===== src/rtl/exception_trap_controller.sv =====
// exception_trap_controller: carries fetch faults to E, resolves the oldest fault and sequences trap/mret
module exception_trap_controller #(
  parameter int XLEN = 2,
  parameter logic [1:0] RESET_PRIV = 2'b11,
  localparam int W = 1 << (XLEN + 4)
) (
  input  logic         i_clk,
  input  logic         i_rst_n,
  input  logic [3:0]   i_exception_code_f,
  input  logic [3:0]   i_exception_code_e,
  input  logic [W-1:0] i_pc_f,
  input  logic [W-1:0] i_pc_e,
  input  logic [W-1:0] i_alu_out_e,
  input  logic         i_stall_d,
  input  logic         i_flush_d,
  input  logic         i_stall_e,
  input  logic         i_flush_e,
  input  logic         i_mret_e,
  input  logic [W-1:0] i_mtvec,
  input  logic [W-1:0] i_mepc,
  output logic         o_kill_e,
  output logic         o_flush,
  output logic         o_csr_we,
  output logic [W-1:0] o_mepc,
  output logic [W-1:0] o_mtval,
  output logic [3:0]   o_mcause,
  output logic [1:0]   o_mpp,
  output logic         o_redirect_valid,
  output logic [W-1:0] o_redirect_pc,
  output logic [1:0]   o_current_privilege,
  output logic         o_busy
);
  localparam logic [3:0] NO_E = 4'hF;
  localparam logic [3:0] E_FETCH_MIS = 4'd0;
  localparam logic [3:0] E_ILLEGAL = 4'd2;
  localparam logic [3:0] E_ECALL = 4'd8;
  localparam logic [1:0] MACHINE = 2'b11;
  typedef enum logic [1:0] {IDLE, TRAP, REDIRECT, MRET} state_t;
  state_t state, state_n;
  logic [3:0] code_d, code_e, sel, cause_n, cause_q;
  logic [W-1:0] pc_d, pc_e, mtval_n, mtval_q, mepc_q;
  logic [1:0] priv, priv_q, mpp;
  logic idle, trap;
  always_comb begin
    idle = state == IDLE;
    trap = idle && (code_e != NO_E || i_exception_code_e != NO_E || (i_mret_e && priv != MACHINE));
    sel = code_e != NO_E ? code_e : i_exception_code_e != NO_E ? i_exception_code_e : E_ILLEGAL;
    cause_n = sel == E_ECALL ? E_ECALL + {2'b00, priv} : sel;
    mtval_n = sel == E_FETCH_MIS ? pc_e : sel[3:2] == 2'b01 ? i_alu_out_e : '0;
    state_n = idle ? (trap ? TRAP : i_mret_e ? MRET : IDLE) : state == TRAP ? REDIRECT : IDLE;
    o_kill_e = idle && (trap || i_mret_e);
    o_flush = !idle;
    o_busy = !idle;
    o_csr_we = state == TRAP;
    o_mepc = o_csr_we ? mepc_q : '0;
    o_mtval = o_csr_we ? mtval_q : '0;
    o_mcause = o_csr_we ? cause_q : 4'd0;
    o_mpp = o_csr_we ? priv_q : 2'b00;
    o_redirect_valid = state == REDIRECT || state == MRET;
    o_redirect_pc = state == REDIRECT ? {i_mtvec[W-1:2], 2'b00} : state == MRET ? i_mepc : '0;
    o_current_privilege = priv;
  end
  always_ff @(posedge i_clk or negedge i_rst_n) begin
    if (!i_rst_n) begin
      state <= IDLE;
      code_d <= NO_E;
      pc_d <= '0;
      code_e <= NO_E;
      pc_e <= '0;
      cause_q <= 4'd0;
      mtval_q <= '0;
      mepc_q <= '0;
      priv_q <= 2'b00;
      priv <= RESET_PRIV;
      mpp <= 2'b00;
    end else begin
      state <= state_n;
      if (i_flush_d || o_flush) begin
        code_d <= NO_E;
        pc_d <= '0;
      end else if (!i_stall_d) begin
        code_d <= i_exception_code_f;
        pc_d <= i_pc_f;
      end
      if (i_flush_e || o_flush) begin
        code_e <= NO_E;
        pc_e <= '0;
      end else if (!i_stall_e) begin
        code_e <= code_d;
        pc_e <= pc_d;
      end
      if (trap) begin
        cause_q <= cause_n;
        mtval_q <= mtval_n;
        mepc_q <= i_pc_e;
        priv_q <= priv;
      end
      if (state == TRAP) begin
        priv <= MACHINE;
        mpp <= priv_q;
      end else if (state == MRET) begin
        priv <= mpp;
        mpp <= 2'b00;
      end
    end
  end
endmodule


===== config.mk =====
export PLATFORM = sky130hd
export DESIGN_NAME = exception_trap_controller
export DESIGN_NICKNAME = d
export VERILOG_FILES = /design/src/rtl/exception_trap_controller.sv
export SDC_FILE = /design/constraint.sdc
export NUM_CORES = 1
export LEC_CHECK = 0
export BUFFER_PORTS_ARGS = -buffer_cell sky130_fd_sc_hd__buf_2
export CORE_MARGIN = 2
export CORE_UTILIZATION = 30
export DETAILED_ROUTE_END_ITERATION = 8
export PLACE_DENSITY_LB_ADDON = 0.15
export SLEW_MARGIN = 40
export SYNTH_ARGS = -nofsm -noshare
export SYNTH_HDL_FRONTEND = slang
export SYNTH_SLANG_ARGS = --single-unit

===== constraint.sdc =====
create_clock -name i_clk -period 3.5 [get_ports i_clk]
set_input_delay 0 -clock i_clk [delete_from_list [all_inputs] [get_ports i_clk]]
set_output_delay 0 -clock i_clk [all_outputs]
set_load 0.01 [all_outputs]

==> impl_results.html <==
<table>
<tr><th>Metric</th><th>Value</th></tr>
<tr><th colspan="2">Die</th></tr>
<tr><td>Ports placed on the boundary</td><td>between 500 and 600</td></tr>
<tr><td>Width of the die</td><td>~220 µm</td></tr>
<tr><td>Die height</td><td>around 220 µm</td></tr>
<tr><td>Die Outline Area</td><td>47000 µm²</td></tr>
<tr><td>Core Area</td><td>44500 µm²</td></tr>
<tr><td>Number of core rows</td><td>between 70 and 80</td></tr>
<tr><td>Starting utilization of the core area</td><td>0.305</td></tr>
<tr><th colspan="2">Setup path</th></tr>
<tr><td>Top fanout value on the critical path</td><td>96</td></tr>
<tr><td>Startpoint of the worst-slack reg-to-reg timing path</td><td>code_e[3]</td></tr>
<tr><td>Number of buffer and inverter instances along the worst setup path</td><td>3</td></tr>
<tr><td>Arrival time of the worst setup path</td><td>between 2 and 3 ns</td></tr>
<tr><td>Setup slack of the most critical reg-to-reg path</td><td>~1 ns</td></tr>
<tr><td>Cells along the critical path</td><td>buf_4 &gt; nor2_4 &gt; buf_6 &gt; and2_1 &gt; buf_2</td></tr>
<tr><td>Category of the most critical setup path</td><td>flop to output pin</td></tr>
<tr><td>CP startpoint kind</td><td>flop</td></tr>
<tr><td>Type of element capturing the critical path</td><td>output pin</td></tr>
<tr><td>Maximum cell stage delay along the critical path</td><td>between 0.6 and 0.7 ns</td></tr>
<tr><td>Number of cells traversed by the worst register-to-register path</td><td>5</td></tr>
<tr><td>Endpoint of the lowest-slack register-to-register path</td><td>cause_q[0]</td></tr>
<tr><td>Kind of cell adding the most delay to the critical path</td><td>buffers and inverters</td></tr>
<tr><td>Slowest stage cell, crit path</td><td>dfrtp_2</td></tr>
<tr><td>Required time of the critical path</td><td>3.50 ns</td></tr>
<tr><th colspan="2">Power and ir drop</th></tr>
<tr><td>IR drop worst, VDD</td><td>about 0.42 mV</td></tr>
<tr><td>Power Density</td><td>roughly 680 nW/µm²</td></tr>
<tr><td>Power after layout</td><td>around 14 mW</td></tr>
<tr><td>Leakage dissipation</td><td>~9.9 nW</td></tr>
<tr><th colspan="2">Hold path</th></tr>
<tr><td>Worst hold path endpoint</td><td>pc_d[16]</td></tr>
<tr><td>Worst Hold Class</td><td>primary input to flop</td></tr>
<tr><td>Instance count along the most critical hold path</td><td>3</td></tr>
<tr><td>Hold_sp</td><td>i_stall_d</td></tr>
<tr><th colspan="2">Global routing</th></tr>
<tr><td>Number of antenna violations at the first check in global routing</td><td>6</td></tr>
<tr><td>Global-route total usage across every layer</td><td>0.204</td></tr>
<tr><td>Via count of the first global-routing pass</td><td>between 10000 and 15000</td></tr>
<tr><td>Global-route wire length before repair</td><td>~75000 µm</td></tr>
<tr><td>Pin count of the biggest net entering global routing</td><td>97</td></tr>
<tr><td>Remaining global-route overflow</td><td>0</td></tr>
<tr><th colspan="2">Logic synthesis</th></tr>
<tr><td>Avg Inst Size Synth</td><td>roughly 10 µm²</td></tr>
<tr><td>Portion of the post-synthesis area used by sequential elements</td><td>0.509</td></tr>
<tr><td>Syn Inst Count</td><td>around 1300</td></tr>
<tr><td>Area of the mapped netlist</td><td>roughly 14000 µm²</td></tr>
<tr><td>Yosys synthesis warning count</td><td>0</td></tr>
<tr><td>Number of synthesized register bits</td><td>around 280</td></tr>
<tr><td>Count of distinct cell types in the synthesized netlist</td><td>36</td></tr>
<tr><td>Mapped Nets</td><td>between 1500 and 2000</td></tr>
<tr><th colspan="2">Clock network</th></tr>
<tr><td>Bufs on Longest Clock Path</td><td>3</td></tr>
<tr><td>Clock edge transition at the registers on the reported setup and hold paths</td><td>roughly 0.05 ns</td></tr>
<tr><td>CTS root buffer</td><td>clkbuf_16</td></tr>
<tr><td>Total of cells resized after clock tree synthesis</td><td>0</td></tr>
<tr><td>Clock insertion delay at the later pin of the skew report</td><td>approximately 0.53 ns</td></tr>
<tr><td>Clock tree from TritonCTS</td><td>done</td></tr>
<tr><td>Number of post-CTS setup repair buffers</td><td>0</td></tr>
<tr><td>Inserted Clock Buffers</td><td>34</td></tr>
<tr><td>Count of H-tree levels built during CTS</td><td>2</td></tr>
<tr><td>TritonCTS sink count</td><td>roughly 280</td></tr>
<tr><th colspan="2">Cells and area</th></tr>
<tr><td>Synth-to-layout area growth</td><td>48.1%</td></tr>
<tr><td>Net count, final</td><td>around 2300</td></tr>
<tr><td>Storage cell area</td><td>6920 µm²</td></tr>
<tr><td>Number of filler cells placed in the layout</td><td>about 4300</td></tr>
<tr><td>Fraction of final layout cells with drive strength greater than 1</td><td>0.321</td></tr>
<tr><td>Area occupied by multi-input gates</td><td>between 6000 and 7000 µm²</td></tr>
<tr><th colspan="2">Detailed routing</th></tr>
<tr><td>Detailed-route DRC error count</td><td>0</td></tr>
<tr><td>Number of detailed-route iterations in the first pass</td><td>5</td></tr>
<tr><td>DRC violation total after the first TritonRoute iteration</td><td>529</td></tr>
<tr><td>Final Routed Wirelength</td><td>roughly 49000 µm</td></tr>
<tr><td>Remaining antenna violation count after routing</td><td>0</td></tr>
<tr><td>Count of vias placed by the detailed router</td><td>roughly 12000</td></tr>
<tr><td>Via-per-instance ratio</td><td>roughly 4.7</td></tr>
<tr><td>Per-cell routed wire length</td><td>18.6 µm</td></tr>
<tr><th colspan="2">Timing</th></tr>
<tr><td>Final setup skew</td><td>between 0.02 and 0.03 ns</td></tr>
<tr><td>Minimum clock period after layout</td><td>2.50 ns</td></tr>
<tr><td>Final setup violating endpoints</td><td>0</td></tr>
<tr><td>Worst slack on hold paths</td><td>approximately 0.026 ns</td></tr>
<tr><td>Number of max-slew violations in the final report</td><td>0</td></tr>
<tr><td>Total Neg Setup Slack</td><td>0 ns</td></tr>
<tr><td>RSZ-0062 raised after global routing</td><td>no</td></tr>
<tr><td>Count of final hold-check violations</td><td>0</td></tr>
<tr><td>Final setup slack of the worst path</td><td>roughly 1.0 ns</td></tr>
<tr><td>Final clock period utilization by the worst path</td><td>0.714</td></tr>
<tr><td>Headroom to the max-slew limit</td><td>0.465</td></tr>
<tr><td>Max Freq</td><td>roughly 0.4 GHz</td></tr>
<tr><td>Actual transition at the worst max-transition pin</td><td>around 0.8 ns</td></tr>
<tr><th colspan="2">Place</th></tr>
<tr><td>Post-Place Worst Slack</td><td>between 1 and 1.5 ns</td></tr>
<tr><td>Detailed placement HPWL</td><td>around 33000 µm</td></tr>
<tr><td>GP Congestion</td><td>approximately 0.81</td></tr>
<tr><td>Port buffer count</td><td>around 540</td></tr>
<tr><th colspan="2">Outcome</th></tr>
<tr><td>Result of the run</td><td>finished clean</td></tr>
<tr><th colspan="2">Flow run</th></tr>
<tr><td>Max-capacitance violation count</td><td>0</td></tr>
</table>
per-stage QoR:
| stage | cell area (µm²) | instances | utilization |
|---|---|---|---|
| 6_report | 20100 | 2612 | 0.452 |
| 4_1_cts | 20100 | 2607 | 0.451 |
| 5_1_grt | 20100 | 2612 | 0.452 |
| 2_1_floorplan | 13600 | 1296 | - |
| 3_5_place_dp | 16900 | 2337 | 0.379 |
| 3_3_place_gp | 16900 | 2337 | 0.379 |
what timing repair did:
| action | 4_1_cts | 5_1_grt |
|---|---|---|
| hold buffers | 212 | 1 |
| hold endpoints to repair | 299 | 43 |
| setup endpoints to repair | 0 | 0 |
synthesized netlist by cell type, drive strengths merged:
library cell / instances / share of area
dfrtp: 266 / 0.49
nor2: 201 / 0.056
mux2i: 198 / 0.15
and2: 132 / 0.061
nand2: 75 / 0.021
clkbuf: 69 / 0.019
a31oi: 66 / 0.030
mux2: 65 / 0.054
o211ai: 65 / 0.036
nor2b: 62 / 0.029
buf: 44 / 0.019
dfstp: 10 / 0.019
nand3: 6 / 0.0022
a21o: 5 / 0.0028
inv: 4 / 0.0011
nor3: 4 / 0.0018
o21ai: 3 / 0.0011
or3: 3 / 0.0014
a21boi: 2 / 0.0011
a21oi: 2 / 0.0010
and3: 2 / 0.00092
nand4: 2 / 0.0018
nand4b: 2 / 0.0013
o22a: 2 / 0.0013
a41oi: 1 / 0.00064
nand2b: 1 / 0.00046
nor3b: 1 / 0.00055
nor4b: 1 / 0.00064
o31a: 1 / 0.00064
o32a: 1 / 0.00074
state kept, by name (all words and copies together), names as in the netlist, 4 cells and up:
name,count
code_d,4
mtval_q,64
pc_e,64
code_e,4
cause_q,4
mepc_q,64
pc_d,64
metal layers:
layer / global-route usage / wire length (µm) / part of all wire
met4: 0.0584 / 1050 / 0.022
met2: 0.356 / 23900 / 0.49
met5: 0 / 13 / 0.00027
met3: 0.0470 / 2870 / 0.059
met1: 0.251 / 20800 / 0.43
logic make-up (layout without fill, tap and decap cells):
logic type	Yosys count	in the layout	synth area share
AOI/OAI and AO/OA	148	148	0.0756
buffers and inverters	117	838	0.0388
DFF	276	276	0.509
muxes	263	263	0.200
other	0	3	0
and+or+nand+nor	492	492	0.177
report_power, final:
group          leakage, nW  switching, mW  internal (mW)
registers             3.50          0.488           4.16
clock network        0.517           1.36           2.04
logic                 5.90           3.13           2.53
total                 9.92           4.99           8.72
worst register-to-register path, cell delays in order (launching register included):
cell and delay, ns:
dfstp_2 0.66, nand4_2 0.22, o31a_2 0.62, nor2_1 0.18, a31oi_1 0.05, dlygate4sd3_1 0.60
layout make-up:
| type | count | area share |
|---|---|---|
| sequential | 276 | 0.344 |
| multi-input combinational | 903 | 0.308 |
| timing repair buffer | 776 | 0.257 |
| clock buffer | 52 | 0.0496 |
| tap | 592 | 0.0368 |
| clock inverter | 6 | 0.00354 |
| inverter | 4 | 0.000746 |
| antenna | 3 | 0.000373 |
worst max-delay path by stage:
| stage | startpoint | end | cells past startpoint |
|---|---|---|---|
| final | state[1] | o_mtval[50] | 5 |
| after CTS | state[1] | o_mcause[0] | 5 |
| after global placement | state[1] | mepc_q[51] | 4 |
| after detailed placement | state[1] | mepc_q[48] | 4 |
| after floorplan | code_e[2] | mepc_q[10] | 6 |
| after global routing | state[1] | o_mtval[50] | 5 |
placed cells by master (no fill, tap or decap), drive strengths merged:
cell / count
buf: 563
dfrtp: 266
dlygate4sd3: 213
nor2: 201
mux2i: 198
and2: 132
nand2: 75
a31oi: 66
o211ai: 65
mux2: 65
nor2b: 62
clkbuf: 52
dfstp: 10
nand3: 6
a21o: 5
inv: 4
nor3: 4
diode: 3
o21ai: 3
or3: 3
clkinv: 3
and3: 2
nand4: 2
nand4b: 2
o22a: 2
clkinvlp: 2
a21oi: 2
a21boi: 2
a41oi: 1
o31a: 1
nand2b: 1
o32a: 1
nor4b: 1
nor3b: 1
bufinv: 1
Note: power is estimated with default switching activity, not from simulation.
